===== config.mk =====
export PLATFORM = sky130hd
export DESIGN_NAME = packet_framer_flat
export DESIGN_NICKNAME = d
export VERILOG_FILES = /design/src/rtl/packet_framer_if.sv /design/src/rtl/packet_framer.sv /design/src/flat_wrapper.sv
export SDC_FILE = /design/constraint.sdc
export NUM_CORES = 1
export LEC_CHECK = 0
export ABC_CLOCK_PERIOD_IN_PS = 6600
export BUFFER_PORTS_ARGS = -buffer_cell sky130_fd_sc_hd__buf_4
export CORE_AREA = 3 3 108 110
export CTS_CLUSTER_DIAMETER = 40
export CTS_CLUSTER_SIZE = 24
export DETAILED_ROUTE_END_ITERATION = 7
export DIE_AREA = 0 0 111 113
export GPL_TIMING_DRIVEN = 0
export PLACE_DENSITY = 0.82
export SLEW_MARGIN = 20
export SYNTH_ARGS = -nofsm -noshare
export SYNTH_HDL_FRONTEND = slang
export SYNTH_SLANG_ARGS = --single-unit
export TNS_END_PERCENT = 50

===== constraint.sdc =====
create_clock -name clk_clk -period 6.6 [get_ports clk_clk]
set_clock_uncertainty 0.15 [all_clocks]
set_input_delay 0.33 -clock clk_clk [delete_from_list [all_inputs] [get_ports clk_clk]]
set_output_delay 0.33 -clock clk_clk [all_outputs]
set_load 0.02 [all_outputs]

===== src/rtl/packet_framer_if.sv =====
// packet_framer_if: raw sample sink plus Avalon-ST packet source bundle.
// master = framer side, slave = producer/consumer side.
interface packet_framer_if;
  logic [31:0] sample_data;
  logic        sample_valid;
  logic        sample_ready;
  logic [31:0] data_out_data;
  logic        data_out_valid;
  logic        data_out_ready;
  logic        data_out_startofpacket;
  logic        data_out_endofpacket;
  logic [1:0]  data_out_empty;

  modport master (
    input  sample_data,
    input  sample_valid,
    output sample_ready,
    output data_out_data,
    output data_out_valid,
    input  data_out_ready,
    output data_out_startofpacket,
    output data_out_endofpacket,
    output data_out_empty
  );

  modport slave (
    output sample_data,
    output sample_valid,
    input  sample_ready,
    input  data_out_data,
    input  data_out_valid,
    output data_out_ready,
    input  data_out_startofpacket,
    input  data_out_endofpacket,
    input  data_out_empty
  );
endinterface


===== src/rtl/packet_framer.sv =====
// packet_framer: frames a raw 32-bit sample stream into sync/frame/ts + payload packets.
// Define FRAMER_CHECKSUM_EN to append an XOR checksum trailer word.
module packet_framer #(
  parameter int unsigned PAYLOAD_WORDS = 160,
  parameter logic [31:0] SYNC_WORD     = 32'hA5A5_0001
) (
  input  logic            clk_clk,
  input  logic            rst_reset,
  input  logic            enable,
  packet_framer_if.master st,
  output logic [31:0]     frame_count
);

  localparam logic [2:0] S_IDLE = 3'd0;
  localparam logic [2:0] S_HDR0 = 3'd1;
  localparam logic [2:0] S_HDR1 = 3'd2;
  localparam logic [2:0] S_HDR2 = 3'd3;
  localparam logic [2:0] S_PAY  = 3'd4;
`ifdef FRAMER_CHECKSUM_EN
  localparam logic [2:0] S_TRL  = 3'd5;
`endif

  localparam logic [15:0] LAST_IDX = 16'(PAYLOAD_WORDS - 1);

  logic [2:0]  state_q, state_d;
  logic [31:0] frame_q, frame_d;
  logic [31:0] ts_q;
  logic [31:0] tslat_q, tslat_d;
  logic [15:0] word_q, word_d;
`ifdef FRAMER_CHECKSUM_EN
  logic [31:0] csum_q, csum_d;
`endif

  logic        vld;
  logic        srdy;
  logic        sop;
  logic        eop;
  logic [31:0] dat;
  logic        beat;
  logic        pay_last;

  assign beat     = vld & st.data_out_ready;
  assign pay_last = (word_q == LAST_IDX);

  always_comb begin
    vld  = 1'b0;
    srdy = 1'b0;
    sop  = 1'b0;
    eop  = 1'b0;
    dat  = '0;
    case (state_q)
      S_HDR0: begin
        vld = 1'b1;
        sop = 1'b1;
        dat = SYNC_WORD;
      end
      S_HDR1: begin
        vld = 1'b1;
        dat = frame_q;
      end
      S_HDR2: begin
        vld = 1'b1;
        dat = tslat_q;
      end
      // Zero-latency pass-through: backpressure goes straight upstream.
      S_PAY: begin
        vld  = st.sample_valid;
        srdy = st.data_out_ready;
        dat  = st.sample_data;
`ifndef FRAMER_CHECKSUM_EN
        eop  = pay_last;
`endif
      end
`ifdef FRAMER_CHECKSUM_EN
      S_TRL: begin
        vld = 1'b1;
        eop = 1'b1;
        dat = csum_q;
      end
`endif
      default: ;
    endcase
  end

  assign st.data_out_valid         = vld & ~rst_reset;
  assign st.sample_ready           = srdy & ~rst_reset;
  assign st.data_out_startofpacket = sop & ~rst_reset;
  assign st.data_out_endofpacket   = eop & ~rst_reset;
  assign st.data_out_data          = rst_reset ? '0 : dat;
  assign st.data_out_empty         = 2'b00;
  assign frame_count               = frame_q;

  always_comb begin
    state_d = state_q;
    frame_d = frame_q;
    tslat_d = tslat_q;
    word_d  = word_q;
`ifdef FRAMER_CHECKSUM_EN
    csum_d  = csum_q;
`endif
    case (state_q)
      S_IDLE: begin
        if (enable & st.sample_valid) begin
          tslat_d = ts_q;
          state_d = S_HDR0;
        end
      end
      S_HDR0: if (beat) state_d = S_HDR1;
      S_HDR1: if (beat) state_d = S_HDR2;
      S_HDR2: begin
`ifdef FRAMER_CHECKSUM_EN
        csum_d = '0;
`endif
        if (beat) begin
          word_d  = '0;
          state_d = S_PAY;
        end
      end
      S_PAY: begin
        if (beat) begin
          word_d = word_q + 16'd1;
`ifdef FRAMER_CHECKSUM_EN
          csum_d = csum_q ^ st.sample_data;
          if (pay_last) state_d = S_TRL;
`else
          if (pay_last) begin
            frame_d = frame_q + 32'd1;
            state_d = S_IDLE;
          end
`endif
        end
      end
`ifdef FRAMER_CHECKSUM_EN
      S_TRL: begin
        if (beat) begin
          frame_d = frame_q + 32'd1;
          state_d = S_IDLE;
        end
      end
`endif
      default: state_d = S_IDLE;
    endcase
  end

  always_ff @(posedge clk_clk) begin
    if (rst_reset) begin
      state_q <= S_IDLE;
      frame_q <= '0;
      ts_q    <= '0;
      tslat_q <= '0;
      word_q  <= '0;
`ifdef FRAMER_CHECKSUM_EN
      csum_q  <= '0;
`endif
    end else begin
      state_q <= state_d;
      frame_q <= frame_d;
      ts_q    <= ts_q + 32'd1;
      tslat_q <= tslat_d;
      word_q  <= word_d;
`ifdef FRAMER_CHECKSUM_EN
      csum_q  <= csum_d;
`endif
    end
  end

endmodule


===== src/flat_wrapper.sv =====
// flat-port wrapper written by rule: the top's interface ports become plain ports
module packet_framer_flat 
#(
  parameter int unsigned PAYLOAD_WORDS = 160,
  parameter logic [31:0] SYNC_WORD     = 32'hA5A5_0001
)
  (clk_clk, rst_reset, enable, frame_count, st_sample_data, st_sample_valid, st_sample_ready, st_data_out_data, st_data_out_valid, st_data_out_ready, st_data_out_startofpacket, st_data_out_endofpacket, st_data_out_empty);
  packet_framer_if st_i ();
  input  logic clk_clk;
  input  logic rst_reset;
  input  logic enable;
  output logic [31:0] frame_count;
  input wire logic [$bits(st_i.sample_data)-1:0] st_sample_data;
  input wire logic [$bits(st_i.sample_valid)-1:0] st_sample_valid;
  output wire logic [$bits(st_i.sample_ready)-1:0] st_sample_ready;
  output wire logic [$bits(st_i.data_out_data)-1:0] st_data_out_data;
  output wire logic [$bits(st_i.data_out_valid)-1:0] st_data_out_valid;
  input wire logic [$bits(st_i.data_out_ready)-1:0] st_data_out_ready;
  output wire logic [$bits(st_i.data_out_startofpacket)-1:0] st_data_out_startofpacket;
  output wire logic [$bits(st_i.data_out_endofpacket)-1:0] st_data_out_endofpacket;
  output wire logic [$bits(st_i.data_out_empty)-1:0] st_data_out_empty;
  assign st_i.sample_data = st_sample_data;
  assign st_i.sample_valid = st_sample_valid;
  assign st_sample_ready = st_i.sample_ready;
  assign st_data_out_data = st_i.data_out_data;
  assign st_data_out_valid = st_i.data_out_valid;
  assign st_i.data_out_ready = st_data_out_ready;
  assign st_data_out_startofpacket = st_i.data_out_startofpacket;
  assign st_data_out_endofpacket = st_i.data_out_endofpacket;
  assign st_data_out_empty = st_i.data_out_empty;
  packet_framer #(.PAYLOAD_WORDS(PAYLOAD_WORDS), .SYNC_WORD(SYNC_WORD)) u_core (.clk_clk(clk_clk), .rst_reset(rst_reset), .enable(enable), .st(st_i), .frame_count(frame_count));
endmodule

Yosys cells after proc, flatten, opt, wreduce, memory -nomap -nowiden

Cells that the tools add are included.

Register bits: 115
Input bits: 37
Output and inout bits: 70
Word-level logic and storage cells: 49

Add/subtract/negate cells: 3
Eq/ne operators: 11
Muxes and demuxes: 16
Bitwise logic cells: 7
Reductions and logical operators: 7

Operator list:

| cell                  | number |
|---|---|
| $pmux 32 s4           | 1 |
| $add 32x1->32 const B | 2 |
| $mux 16               | 2 |
| $mux 32               | 1 |
| $pmux 16 s2           | 1 |
| $mux 3                | 6 |
| $add 16x1->16 const B | 1 |
| $eq 16x8->1 const B   | 1 |
| $pmux 3 s5            | 1 |
| $ne 2x1->1 const B    | 6 |
| $and 1x1->1           | 6 |
| $eq 3x2->1 const B    | 2 |
| $reduce_and 3->1      | 2 |
| $reduce_and 6->1      | 1 |
| $eq 3x1->1 const B    | 1 |
| $eq 3x3->1 const B    | 1 |
| $logic_not 3->1       | 1 |
| $mux 1                | 3 |
| $reduce_or 3->1       | 1 |
| $pmux 1 s2            | 1 |
| $reduce_and 2->1      | 1 |
| $reduce_bool 2->1     | 1 |
| $not 1->1             | 1 |

Longest topological paths before layout

Gate-level depths: netlist (run 1).

Depth in word-level cells: 6
Depth in mapped cells: 8
Mapped depth without buffers: 6

Worst setup path before layout (run 1)

OpenSTA, ideal clock, no wires.

Path type: flip-flop to flip-flop
Start: register u_core.frame_q[3], in the netlist u_core.frame_count[3]
End: register u_core.frame_q[28], in the netlist u_core.frame_count[28]
Setup time: 0.070 ns
Data arrival time: 2.306 ns
Required time: 6.380 ns
Setup slack: 4.074 ns
Cell stages (with the launch flop): 8
Path buffers: 2
Clock period less this slack: 2.526 ns
Path through: dfxtp_1 and4_1 clkbuf_1 nand3_1 or4_1 clkbuf_1 or4_1 a21oi_1

Word-level cells in the longest chain between the ends: 1

RTL lines:

| element                  | RTL line             | RTL |
|---|---|---|
| start: declaration       | packet_framer.sv:26  | `logic [31:0] frame_q, frame_d;` |
| start signal: assignment | packet_framer.sv:157 | `frame_q <= frame_d;` |
| $add 32x1->32            | packet_framer.sv:127 | `frame_d = frame_q + 32'd1;` |

Every way passes these cells.
A chain may end at the register's enable or synchronous reset.

Final worst setup path (run 1)

Start: register u_core.state_q[0]
End: output port st_data_out_data[18]

Word-level cells in the longest chain between the ends: 3
Elaborated cells between the ends (all ways): 6
Classes of those cells: eq/ne: 4; mux: 2

RTL lines:

| element                                  | RTL line             | RTL |
|---|---|---|
| start: declaration                       | packet_framer.sv:25  | `logic [2:0] state_q, state_d;` |
| start signal: assignment                 | packet_framer.sv:156 | `state_q <= state_d;` |
| $eq 3x3->1, or another cell as far along | packet_framer.sv:51  | `case (state_q)` |
| $pmux 32 s4 (*)                          | packet_framer.sv:51  |  |
| $mux 32 (*)                              | packet_framer.sv:89  | `assign st.data_out_data = rst_reset ? '0 : dat;` |
| end: declaration                         | flat_wrapper.sv:16   | `output wire logic [$bits(st_i.data_out_data)-1:0] st_data_out_data;` |

Mark *: on every way between the ends. The rest lies on a longest branch, timed or not.

==> metrics.yaml, run 1 <==
place_inst: 1009
clock.fmax_mhz: 311
r2r_end: "u_core.frame_count[28]"
drt_first_pass_iters: 6
cts_resized: 0
nets: 928
timing.max_cap.violations: 0
outcome: "completed"
worstMarginPinSlew_ps: 780
ctsHoldBuffers: 0
grt_pass1_vias: 5536
cp_num_buf_inv: 3
postSynthCellCount: 765
vias_per_cell: 5.75
syn_area_per_cell_um2: 7.68
grt_pass1_wl_um: 27200
r2r_slack_ps: 3750
rsz0062_at_grt: "false"
slowest_stage: "dfxtp_1"
critical_path.top_delay_family: "buffers and inverters"
yosysUniqueCellTypes: 44
cp_max_fo: 10
start_kind: "register"
path_clk_slew_ps: 60
ir_drop_mv: 0.238
power_density_nw_per_um2: 227
cp-startpoint: "u_core.state_q[0]"
die_h_um: 113
critical_path_arrival_ps: 2730
r2r_cells: 7
min_path_type: "in2reg"
whs_endpoint: "u_core.state_q[2]"
clk_latency_ps: 530
period_needed_ps: 3210
setup_viol: 0
grt_max_degree: 17
h-tree-depth: 4
period_share_pct: 48.7
fillCellCount: 894
fp.dieArea_um2: 12500
maxSlewHeadroom_pct: 47.5
wirelength_um: 17200
area_growth_pct: 25.7
hp-start: "st_sample_valid"
vias: 5984
start_util_pct: 54.4
antenna_found_initial: 0
synth-seq-cells: 115
p_leak_nw: 2.50
antenna_cells: 0
cts_buffers: 17
hpwl_um: 12500
max_stage_delay_ps: 420
synth_top_flop_cell: "dfxtp_1"
hold_depth: 3
cp-end-kind: "output port"
port_buffers: 103
crit_required_ps: 6120
synth_area_um2: 5870
slew_violations: 0
tns_ps: 0
crit_type: "reg2out"
detail_route.wl_per_cell_um: 16.5
layout_setup_ws_ps: 3390
clock_sinks: 115
hold_viol_final: 0
fin_cells: 1041
io_pins: 107
fp.dieW_um: 111
grt_usage_pct: 27.0
antenna_left: 0
cts-root-buf: "clkbuf_8"
coreArea_um2: 10800
synth_edf_count: 0
postCtsSetupRepairBufs: 0
drt-initial-drc-count: 617
place.gp.congestion: 0.903
rr_startpoint: "u_core.state_q[1]"
cts_tree: "yes"
drive_gt1_share_pct: 16.1
num_rows: 38
drc: 0
path_cells: "clkbuf_1 -> nor2_1 -> or2_2 -> a21o_1 -> clkbuf_1 -> nor2_1 -> buf_4"
grt_overflow: 0
yosys_warnings: 0
async_flop_share_pct: 0
cts.path.max_buffers: 2
utilization_pct: 68.4
synth.yosys.seq_area_share_pct: 39.2
dpl_worst_slack_ps: 3800
[final cells by class]
class	count	area, um^2	area share (%)
Multi-Input combinational cell	581	3300	44.7
Sequential cell	115	2300	31.2
Timing Repair Buffer	103	773	10.5
Clock buffer	18	428	5.79
Buffer	52	205	2.78
Tap cell	140	175	2.37
Clock inverter	14	131	1.78
Inverter	18	67.6	0.915
[report_power, final]
part           internal, mW  switching (mW)
combinational        0.0435          0.0767
clock                 0.510           0.343
sequential            0.698         0.00383
[routing by layer]
layer | vias up | wire length (um) | GRT usage [%]
li1 | 2890 | - | -
met1 | 2810 | 7250 | 33.2
met2 | 247 | 8420 | 46.0
met3 | 37 | 1120 | 6.31
met4 | 0 | 401 | 10.7
met5 | - | 0 | 0
[logic make-up (layout without fill, tap and decap cells)]
| kind of cell | after synthesis | after routing | synth area share (%) |
|---|---|---|---|
| AOI/OAI and AO/OA | 120 | 120 | 11.2 |
| xor gates and xnor gates | 62 | 62 | 9.25 |
| DFF | 115 | 115 | 39.2 |
| other | 1 | 2 | 0.0639 |
| buffers and inverters | 70 | 205 | 4.64 |
| muxes | 24 | 24 | 4.09 |
| adders and majority gates | 3 | 3 | 0.639 |
| and+or+nand+nor | 370 | 370 | 30.9 |
[cell usage in the layout (no fill, tap or decap), types with 9 or more instances in the layout]
cell / count
a21oi_1: 88
a311oi_1: 9
and3_1: 11
and4_1: 10
buf_4: 105
clkbuf_1: 45
clkbuf_16: 16
dfxtp_1: 115
inv_1: 18
mux2i_1: 24
nand2_1: 95
nand3_1: 29
nand4_1: 22
nor2_1: 129
nor3_1: 13
nor4_1: 19
o21ai_0: 13
or3_1: 12
xnor2_1: 38
xor2_1: 24
[tightest hold or removal path, stage by stage]
cell and delay [ps]:
buf_4 140, nand4_1 80, and3b_1 150
[flip-flops by register name, indices dropped and copies added (netlist names)]
name                cells
u_core.frame_count     32
u_core.state_q          3
u_core.ts_q            32
u_core.tslat_q         32
u_core.word_q          16
[synth_stat cells (all sizes together), types with 11 or more instances]
master,instances,area [um^2]
inv,18,67.6
o21ai,13,65.1
nand4,23,159
and3,11,68.8
xnor2,38,333
nor3,13,65.1
nand2,95,357
or3,12,75.1
clkbuf,45,169
xor2,24,210
nor4,19,119
nor2,129,484
mux2i,24,240
a21oi,88,440
dfxtp,115,2300
nand3,29,145
[through the flow]
stage | power [mW] | instance area (um^2) | hold slack [ps]
after floorplan | 0.790 | 5880 | 282
after global placement | 0.833 | 6830 | 293
after detailed placement | 0.834 | 6830 | 298
after CTS | 1.68 | 7380 | 29.6
after global routing | 1.72 | 7380 | 54.0
final | 1.68 | 7380 | 55.3
[how the worst max path moves through the flow]
| stage | slack (ps) | depth (start not counted) | end |
|---|---|---|---|
| final | 3390 | 7 | st_data_out_data[18] |
| after global placement | 3830 | 7 | u_core.frame_count[28] |
| after floorplan | 4070 | 7 | u_core.frame_count[28] |
| after detailed placement | 3800 | 7 | u_core.frame_count[28] |
| after global routing | 3250 | 7 | st_data_out_data[15] |
| after CTS | 3420 | 7 | st_data_out_data[18] |
Power figures use the tool's default switching activity.
==> run 2, diff against run 1 <==
--- a/config.mk
+++ b/config.mk
@@ -5,7 +5,7 @@
 export SDC_FILE = /design/constraint.sdc
 export NUM_CORES = 1
 export LEC_CHECK = 0
-export ABC_CLOCK_PERIOD_IN_PS = 6600
+export ABC_CLOCK_PERIOD_IN_PS = 3000
 export BUFFER_PORTS_ARGS = -buffer_cell sky130_fd_sc_hd__buf_4
 export CORE_AREA = 3 3 108 110
 export CTS_CLUSTER_DIAMETER = 40
==> constraint.sdc (replaced) <==
create_clock -name clk_clk -period 3 [get_ports clk_clk]
set_clock_uncertainty 0.15 [all_clocks]
set_input_delay 0.15 -clock clk_clk [delete_from_list [all_inputs] [get_ports clk_clk]]
set_output_delay 0.15 -clock clk_clk [all_outputs]
set_load 0.02 [all_outputs]
==> run 2 against run 1 <==
  * Non-clock buffer count is 4 higher
  * Highest routed layer unchanged
  * Clock power is 120% higher
  * Register-to-register slack worse by 3600 ps
  * Sequential power is 120% higher
  * First-iteration DRC count is 3.6% lower
  * Core utilization is 0.42 points higher
  * Total power is 120% higher
  * Setup slack worse by 3200 ps
  * Global-route usage is 0.28 points higher
  * Critical path type is now reg2reg
  * Via count is 0.82% higher
==> metrics.yaml, run 2 (same netlist as run 1, synthesis figures left out) <==
vias_per_cell: 5.77  # was 5.75
crit_type: "reg2reg"  # was reg2out
grt_max_degree: 17  # unchanged
detail_route.wl_per_cell_um: 16.6  # was 16.5 um
tns_ps: 0  # unchanged
min_path_type: "in2reg"  # unchanged
clock_sinks: 115  # unchanged
maxSlewHeadroom_pct: 44.4  # was 47.5%
coreArea_um2: 10800  # unchanged
total_power_mw: 3.69  # was 1.68 mW
io_pins: 107  # unchanged
hold_viol_final: 0  # unchanged
nets: 932  # was 928
critical_path_arrival_ps: 3170  # was 2730 ps
grt_usage_pct: 27.3  # was 27.0%
power_density_nw_per_um2: 496  # was 227 nW/um^2
hold_depth: 4  # was 3
cts_tree: "yes"  # unchanged
drive_gt1_share_pct: 16.5  # was 16.1%
slew_violations: 0  # unchanged
crit_required_ps: 3310  # was 6120 ps
r2r_end: "u_core.frame_count[28]"  # unchanged
cp-startpoint: "u_core.word_q[10]"  # was u_core.state_q[0]
h-tree-depth: 4  # unchanged
worstMarginPinSlew_ps: 826  # was 780 ps
grt_pass1_vias: 5580  # was 5536
vias: 6033  # was 5984
area_growth_pct: 26.5  # was 25.7%
layout_commonest_cell: "nor2_1"  # unchanged
rsz0062_at_grt: "false"  # unchanged
drt_first_pass_iters: 5  # was 6
antenna_left: 0  # unchanged
cp_max_fo: 9  # was 10
hp-start: "enable"  # was st_sample_valid
final_cell_mix: "nor2_1, dfxtp_1, buf_4, nand2_1, a21oi_1"  # unchanged
hpwl_um: 12500  # unchanged
period_share_pct: 95.4
antenna_found_initial: 0  # unchanged
clock.fmax_mhz: 349
whs_endpoint: "u_core.tslat_q[0]"  # was u_core.state_q[2]
start_util_pct: 54.4  # unchanged
outcome: "completed"  # unchanged
timing.max_cap.violations: 0  # unchanged
cts-root-buf: "clkbuf_8"  # unchanged
grt_overflow: 0  # unchanged
num_rows: 38  # unchanged
setup_viol: 0  # unchanged
fin_cells: 1045  # was 1041
rr_startpoint: "u_core.word_q[10]"  # was u_core.state_q[1]
path_clk_slew_ps: 60  # about the same
cts.path.max_buffers: 2  # unchanged
p_leak_nw: 2.53  # was 2.50 nW
port_buffers: 103  # unchanged
die_h_um: 113  # unchanged
drt-initial-drc-count: 595  # was 617
grt_pass1_wl_um: 27500  # was 27200 um
ir_drop_mv: 0.522  # was 0.238 mV
cts_buffers: 17  # unchanged
drc: 0  # unchanged
utilization_pct: 68.8  # was 68.4%
antenna_cells: 0  # unchanged
clk_latency_ps: 530  # about the same
place.gp.congestion: 0.903  # unchanged
r2r_cells: 6  # was 7
wirelength_um: 17300  # was 17200 um
start_kind: "register"  # unchanged
postCtsSetupRepairBufs: 0  # unchanged
fp.dieW_um: 111  # unchanged
r2r_slack_ps: 140  # was 3750 ps
layout_setup_ws_ps: 137  # was 3390 ps
dpl_worst_slack_ps: 203  # was 3800 ps
cp-end-kind: "register"  # was output port
place_inst: 1009  # unchanged
fp.dieArea_um2: 12500  # unchanged
period_needed_ps: 2860
run 2: cell count changes in the layout (fill, tap and decap cells not counted):
| cell | change |
|---|---|
| clkbuf_1 | -4 |
| clkbuf_2 | +4 |
| dlygate4sd3_1 | +4 |
run 2: power breakdown:
group          switching, mW  internal (mW)  total [mW]
sequential           0.00846           1.54        1.54
clock                  0.750           1.12        1.87
combinational          0.170         0.0997       0.270
run 2: stage by stage:
step	hold WS, ps	cell area [um^2]
final	25.2	7430
after global routing	78.9	7430
after CTS	15.1	7430
after detailed placement	298	6830
after global placement	293	6830
after floorplan	229	5880
run 2: worst max-delay path by stage:
stage	endpoint	slack [ps]
global placement	u_core.frame_count[28]	230
floorplan	u_core.frame_count[28]	470
global route	u_core.frame_count[28]	30
finish	u_core.frame_count[28]	140
detailed placement	u_core.frame_count[28]	200
CTS	st_data_out_data[18]	140
run 2: worst max-delay path: stages, from the launching register on:
cell      delay [ps]
dfxtp_1          360
nor4_1           480
nand3_1          320
or4_1            580
clkbuf_1         240
or4_1            520
a21oi_1          140
run 2: repair_timing:
action	CTS	global route
resized for setup	1	6
pin swaps	0	0
endpoints found under the hold margin	4	0
endpoints found under the setup margin	2	18
hold buffers	4	0
run 2: cell type report:
type	count	area, um^2
tap	140	175
sequential	115	2300
fill	888	3360
buffer	52	210
clock inverter	14	131
multi-input combinational	581	3300
inverter	18	67.6
timing repair buffer	107	813
clock buffer	18	428
run 2: metal layers:
metal | vias up | GRT usage (%) | wire length (um)
met5 | - | 0 | 0
met1 | 2826 | 33.5 | 7160
met2 | 264 | 46.9 | 8540
met4 | 0 | 10.4 | 386
li1 | 2902 | - | -
met3 | 41 | 6.15 | 1230
